$ cat src/rtl/stage_fetch.sv
// ---------------------------------------------------------------------------
// stage_fetch
//
// Fetch stage and program-counter owner for the five-stage pipeline.
// Drives a synchronous-read instruction ROM (4096 words) and fills the F/D
// latch with {instruction, pc+1}. Control-flow redirects resolved in execute
// replace the PC, squash the wrong-path words (F/D and the in-flight ROM read)
// and request a bubble in D/X. Decode-stage stalls freeze the PC, the
// in-flight fetch and F/D. Two free-running counters report useful fetches
// and accepted redirects.
//
// Ports
//   clock           rising-edge clock for all state
//   reset           asynchronous, active-high; clears all state
//   stall           hazard-unit stall; holds PC, in-flight fetch and F/D
//   redirect_valid  execute resolved a control transfer this cycle
//   redirect_pc     target PC (only meaningful with redirect_valid)
//   imem_addr       ROM address, registered inside the ROM at the edge
//   imem_data       ROM word for the address registered at the last edge
//   fd_insn         F/D instruction, forced to 0 (nop) when fd_valid=0
//   fd_pc_plus_1    F/D PC+1 of fd_insn
//   fd_pc_upper_5   fd_pc_plus_1[31:27], used for jump-target concatenation
//   fd_valid        F/D holds a real, correct-path instruction
//   flush_dx        D/X must load a bubble at this edge
//   fetch_count     number of valid instructions loaded into F/D
//   redirect_count  number of accepted redirects
// ---------------------------------------------------------------------------
module stage_fetch (
  input  logic        clock,
  input  logic        reset,
  input  logic        stall,
  input  logic        redirect_valid,
  input  logic [31:0] redirect_pc,
  output logic [11:0] imem_addr,
  input  logic [31:0] imem_data,
  output logic [31:0] fd_insn,
  output logic [31:0] fd_pc_plus_1,
  output logic [4:0]  fd_pc_upper_5,
  output logic        fd_valid,
  output logic        flush_dx,
  output logic [31:0] fetch_count,
  output logic [31:0] redirect_count
);

  // FILL: no valid word is in flight in the ROM (after reset or redirect).
  // RUN:  the ROM output register holds the word at r_inflightPc.
  typedef enum logic {
    FILL = 1'b0,
    RUN  = 1'b1
  } fetchState_t;

  fetchState_t r_state;

  logic [31:0] r_pc;
  logic [31:0] r_inflightPc;
  logic [31:0] r_fdInsn;
  logic [31:0] r_fdPcPlus1;
  logic        r_fdValid;
  logic [31:0] r_fetchCount;
  logic [31:0] r_redirectCount;

  logic        w_inflightValid;
  logic        w_holdFetch;
  logic        w_advance;
  logic [31:0] w_pcPlus1;
  logic [31:0] w_inflightPcPlus1;

  // The in-flight word is valid exactly when the FSM is in RUN.
  assign w_inflightValid   = (r_state == RUN);

  // A redirect always wins over a stall, so a stall only holds the pipe
  // when no redirect is present; a normal advance needs neither.
  assign w_holdFetch       = stall & ~redirect_valid;
  assign w_advance         = ~stall & ~redirect_valid;

  assign w_pcPlus1         = r_pc + 32'd1;
  assign w_inflightPcPlus1 = r_inflightPc + 32'd1;

  // While held, the ROM must re-register the in-flight address: its output
  // register is overwritten at every edge, so presenting the in-flight PC
  // again is what keeps the held word available for the release edge.
  assign imem_addr = w_holdFetch ? r_inflightPc[11:0] : r_pc[11:0];

  // The bubble request follows the redirect directly, but is suppressed
  // while reset is asserted so D/X sees a quiet interface during reset.
  assign flush_dx = redirect_valid & ~reset;

  // Fetch FSM with its registered outputs. Priority is reset, then
  // redirect, then stall (hold everything), then a normal advance.
  // A redirect discards both wrong-path words: the one already in F/D and
  // the one sitting in the ROM register, hence the return to FILL and the
  // two-bubble penalty. On a normal advance the ROM word is paired with the
  // address it was fetched from, and a word fetched during FILL is turned
  // into a nop so downstream never sees stale ROM data.
  always_ff @(posedge clock or posedge reset) begin
    if (reset) begin
      r_state         <= FILL;
      r_pc            <= '0;
      r_inflightPc    <= '0;
      r_fdInsn        <= '0;
      r_fdPcPlus1     <= '0;
      r_fdValid       <= 1'b0;
      r_fetchCount    <= '0;
      r_redirectCount <= '0;
    end else if (redirect_valid) begin
      r_state         <= FILL;
      r_pc            <= redirect_pc;
      r_fdInsn        <= '0;
      r_fdPcPlus1     <= '0;
      r_fdValid       <= 1'b0;
      r_redirectCount <= r_redirectCount + 32'd1;
    end else if (w_advance) begin
      r_state      <= RUN;
      r_fdValid    <= w_inflightValid;
      r_fdInsn     <= w_inflightValid ? imem_data : 32'd0;
      r_fdPcPlus1  <= w_inflightValid ? w_inflightPcPlus1 : 32'd0;
      r_inflightPc <= r_pc;
      r_pc         <= w_pcPlus1;
      r_fetchCount <= r_fetchCount + {31'd0, w_inflightValid};
    end
  end

  assign fd_insn        = r_fdInsn;
  assign fd_pc_plus_1   = r_fdPcPlus1;
  assign fd_pc_upper_5  = r_fdPcPlus1[31:27];
  assign fd_valid       = r_fdValid;
  assign fetch_count    = r_fetchCount;
  assign redirect_count = r_redirectCount;

endmodule

$ cat config.mk
export PLATFORM = sky130hd
export DESIGN_NAME = stage_fetch
export DESIGN_NICKNAME = d
export VERILOG_FILES = /design/src/rtl/stage_fetch.sv
export SDC_FILE = /design/constraint.sdc
export NUM_CORES = 1
export LEC_CHECK = 0
export BUFFER_PORTS_ARGS = -buffer_cell sky130_fd_sc_hd__clkbuf_2
export CAP_MARGIN = 10
export CORE_UTILIZATION = 54
export DETAILED_ROUTE_END_ITERATION = 8
export GPL_TIMING_DRIVEN = 0
export PLACE_DENSITY_LB_ADDON = 0.15
export SYNTH_ARGS = -nofsm -noshare
export SYNTH_HDL_FRONTEND = slang
export SYNTH_SLANG_ARGS = --single-unit
$ cat constraint.sdc
create_clock -name clock -period 7.1 [get_ports clock]
set_input_delay 0.71 -clock clock [delete_from_list [all_inputs] [get_ports clock]]
set_output_delay 0.71 -clock clock [all_outputs]
set_load 0.01 [all_outputs]
-- After elaboration in Yosys (flattened, before gate mapping)
Cells that the tools add are included.
Widths: inputs -> output; s select.
- flip-flop bits (word level): 194
- input port bits: 68
- output and inout bits: 147
- word-level logic and storage cells: 33
- add/subtract/negate cells: 4
- muxes and demuxes: 13
- bitwise operators: 6
- reduce and logical (&&, ||, !) cells: 2
- operator list (kind ; count):
    $mux 32 ; 8
    $add 32x1->32 const B ; 3
    $add 32x1->32 ; 1
    $mux 12 ; 1
    $mux 1 ; 4
    $and 1x1->1 ; 3
    $not 1->1 ; 3
    $reduce_and 2->1 ; 1
    $reduce_bool 2->1 ; 1

-- Logic depth before layout (Yosys ltp)
- depth in word-level cells: 4
- depth in mapped cells: 7
- gate-level depth less buffers: 7

-- Least setup slack after synthesis
No wires, ideal clock.
- kind: input-to-output
- start point: in stall
- end point: out imem_addr[7]
- arrival time: 2109 ps
- data required time: 6390 ps
- slack: 4281 ps
- stages: 6
- buffers on the path: 4
- cells stage by stage: clkbuf_1 > nor2b_1 > clkbuf_1 > buf_1 > clkbuf_1 > o21ai_0
- word-level cells in the longest chain between the ends: 2
- RTL lines (element ; RTL line ; RTL):
    start: declaration ; 31 ; input logic stall,
    $and 1x1->1 ; 73 ; assign w_holdFetch = stall & ~redirect_valid;
    $mux 12 ; 82 ; assign imem_addr = w_holdFetch ? r_inflightPc[11:0] : r_pc[11:0];
    end: declaration ; 34 ; output logic [11:0] imem_addr,
Every way passes these cells.

-- Worst setup path after layout
Same ends and word-level chain as after synthesis.

==> results.cfg <==
[placement]
hpwlAfterDp_um = 15160
numPlacedInstances = 1243
io_buffers = 213
preCtsSetupSlack_ps = 3433
gp_congestion = 0.8439
placed_cell_area_um2 = 10240

[worst_setup_path]
worst-path-max-fanout = 10
arrival_ps = 2890
worst_setup_path_end_kind = primary output
worst_r2r_path_depth = 7
timing.rr.end = fetch_count[28]
regToRegSetupSlack_ps = 4790
crit_path_start_kind = primary input
worstSetupPathType = primary input to primary output
crit-reg2reg-launch = fetch_count[0]
worst_ep_required_time_ps = 6390

[pwr]
comb_power_share = 0.134
power_frac_seq = 0.508
power.net_switching_mw = 0.7123
static-leakage-power_nw = 5.147
ir_drop_worst_vdd_v = 0.0002050
power_density_nw_per_um2 = 241.3
power_frac_clock = 0.359
power_switching_share = 0.2728
p_int_mw = 1.899

[floorplanning]
die_h_um = 130.2
fp.dieArea_um2 = 16950
die-width_um = 130.2
core_box_area_um2 = 15940
initial_utilization = 0.5565
rows = 46
num_io_pins = 215

[cts]
cts_setup_buffers = 0
cts_num_sinks = 194
cts_hold_buffers = 0
tritoncts = done
cts-root-to-sink-buffers = 2
post_cts.resized_instances = 0
cts-root-buf = sky130_fd_sc_hd__clkbuf_16
cts_inserted_buffers = 17
clkTransAtPathRegs_ps = 70
clk_latency_ps = 430
htreeDepth = 4

[routing]
remaining_drc_errors = 0
number_of_antenna_violating_nets_in_the_routed_design = 0
post_drt_via_cell_ratio = 5.288
first_iter_violations = 271
maxUsedRoutingLayer = met4
routed_wl_um = 20230
via_count = 6742
drt_first_pass_iters = 4
dr_wl_met2_um = 9530
met3_length_um = 1069
m1WireLength_um = 9290
avg_wl_per_cell_um = 15.87

[cells_and_area]
synth_to_layout_area_growth_pct = 21.97
final_cell_count_no_fill = 1275
register_area_um2 = 4855
fillerInstances = 1300
layout_commonest_cell = sky130_fd_sc_hd__clkbuf_2
mostFrequentLayoutCells = sky130_fd_sc_hd__clkbuf_2, sky130_fd_sc_hd__dfrtp_1, sky130_fd_sc_hd__nand2_1
antenna-diode-count = 0
post_route_cells_drive_above_1_share = 0.2918
final_net_count = 1119
final_cell_area_um2 = 10820
multi_input_comb_area_um2 = 3806

[timing]
final_hold_slack_ps = 394.0
skew_ps = 6.799
portion_of_the_clock_cycle_consumed_by_the_worst_path_in_the_final_layout = 0.5073
grt_setup_unrepaired = false
period_minus_slack_ps = 3602
finalSetupViolCount = 0
tightest_slew_ps = 734.7
fin_tns_setup_ps = 0
clock.fmax_mhz = 277.6
timing_hold_violations_final = 0
relSlewSlack = 0.5061
slew_viol_final = 0
postLayoutSetupSlackWorst_ps = 3498

[run_status]
status = completed

[logic_synthesis]
synth_seq_cells = 194
yosysWarningCount = 0
synth_area_leaders = sky130_fd_sc_hd__dfrtp_1, sky130_fd_sc_hd__xnor2_1, sky130_fd_sc_hd__mux2_2
post_synth_instance_area_um2 = 8872
synth_area_per_cell_um2 = 10.91
netlist_instances = 813
sequential_to_total_area_share_from_yosys_stat = 0.5472
share_of_yosys_cell_area_claimed_by_the_top_area_cell_type = 0.5472
synth_top_flop_cell = sky130_fd_sc_hd__dfrtp_1
synth_largest_area_cell = sky130_fd_sc_hd__dfrtp_1
synth_fp_nets = 886
post_synth_num_cell_types = 43
asyncSetResetFlopFracSynth = 1.000
synth-edff-count = 0

[grt]
grt_overflow = 0
grt_use_total = 0.2466
grt_pass1_wl_um = 31840
antenna_violations_before_repair = 0
grt_pass1_vias = 6350
pin_count_of_the_biggest_net_entering_global_routing = 100

[job]
number_of_max_cap_violations = 0

[min_path]
timing.hold.worst.class = primary input to asynchronous set/reset pin
[cells in the mapped netlist (14+ instances only)]
master                       n
sky130_fd_sc_hd__dfrtp_1   194
sky130_fd_sc_hd__nand2_1   107
sky130_fd_sc_hd__xnor2_1    64
sky130_fd_sc_hd__xor2_1     56
sky130_fd_sc_hd__o21ai_0    55
sky130_fd_sc_hd__nand3_1    46
sky130_fd_sc_hd__mux2_2     44
sky130_fd_sc_hd__nor2_1     35
sky130_fd_sc_hd__a22o_1     33
sky130_fd_sc_hd__nand4_1    30
sky130_fd_sc_hd__clkbuf_1   29
sky130_fd_sc_hd__and3_1     14
sky130_fd_sc_hd__nor3_1     14
[sequential cells by signal, summed over array words and instances (netlist names)]
name	count
r_state	1
fd_valid	1
fd_insn	32
r_inflightPc	32
r_pc	32
redirect_count	32
fetch_count	32
fd_pc_plus_1	32
[worst max-delay path by stage]
stage	depth (start not counted)	slack, ps	end	from
after floorplan	1	1110	fd_insn[0]	reset
after global placement	2	-900	fd_insn[31]	reset
after detailed placement	8	3430	imem_addr[7]	stall
after CTS	8	3430	imem_addr[7]	stall
after global routing	8	3340	imem_addr[7]	stall
final	8	3500	imem_addr[7]	stall
[cell type report]
type                       count  area share
clock inverter                12     0.01214
clock buffer                  20     0.04128
multi-input combinational    569      0.3517
buffer                        37     0.01503
sequential                   194      0.4486
inverter                      13    0.005203
timing repair buffer         214      0.1011
tap                          216     0.02497
[worst max-delay path, stage by stage]
cell and delay [ps]:
sky130_fd_sc_hd__clkbuf_2 100, sky130_fd_sc_hd__clkbuf_1 350, sky130_fd_sc_hd__nor2b_1 190, sky130_fd_sc_hd__clkbuf_1 340, sky130_fd_sc_hd__buf_1 500, sky130_fd_sc_hd__clkbuf_1 360
sky130_fd_sc_hd__o21ai_0 160, sky130_fd_sc_hd__clkbuf_2 180
[logic make-up (layout without fill, tap and decap cells)]
kind of cell / count (synthesis) / count (layout) / synth area share
and+or+nand+nor: 296 / 296 / 0.1743
DFF: 194 / 194 / 0.5472
xor gates and xnor gates: 120 / 120 / 0.1185
AOI/OAI and AO/OA: 103 / 103 / 0.07220
buffers and inverters: 50 / 296 / 0.02383
muxes: 45 / 45 / 0.05697
adders and majority gates: 5 / 5 / 0.007051
[power by group through the flow]
stage / Clock (mW) / Sequential (mW) / Combinational (mW)
6_report: 0.936 / 1.33 / 0.349
4_1_cts: 0.954 / 1.32 / 0.356
2_1_floorplan: 0 / 1.34 / 0.199
5_1_grt: 0.999 / 1.34 / 0.387
3_3_place_gp: 0 / 1.34 / 0.343
3_5_place_dp: 0 / 1.34 / 0.355
[per-stage QoR]
stage,util,power (mW)
after floorplan,-,1.535
after global placement,0.6403,1.682
after detailed placement,0.6425,1.698
after CTS,0.6788,2.634
after global routing,0.6788,2.730
final,0.6788,2.611
[layer usage]
metal / track usage / up-vias
li1: - / 3308
met1: 0.3312 / 3216
met2: 0.3958 / 193
met3: 0.04715 / 25
met4: 0.09850 / 0
met5: 0 / -
Note: power is estimated with default switching activity, not from simulation.
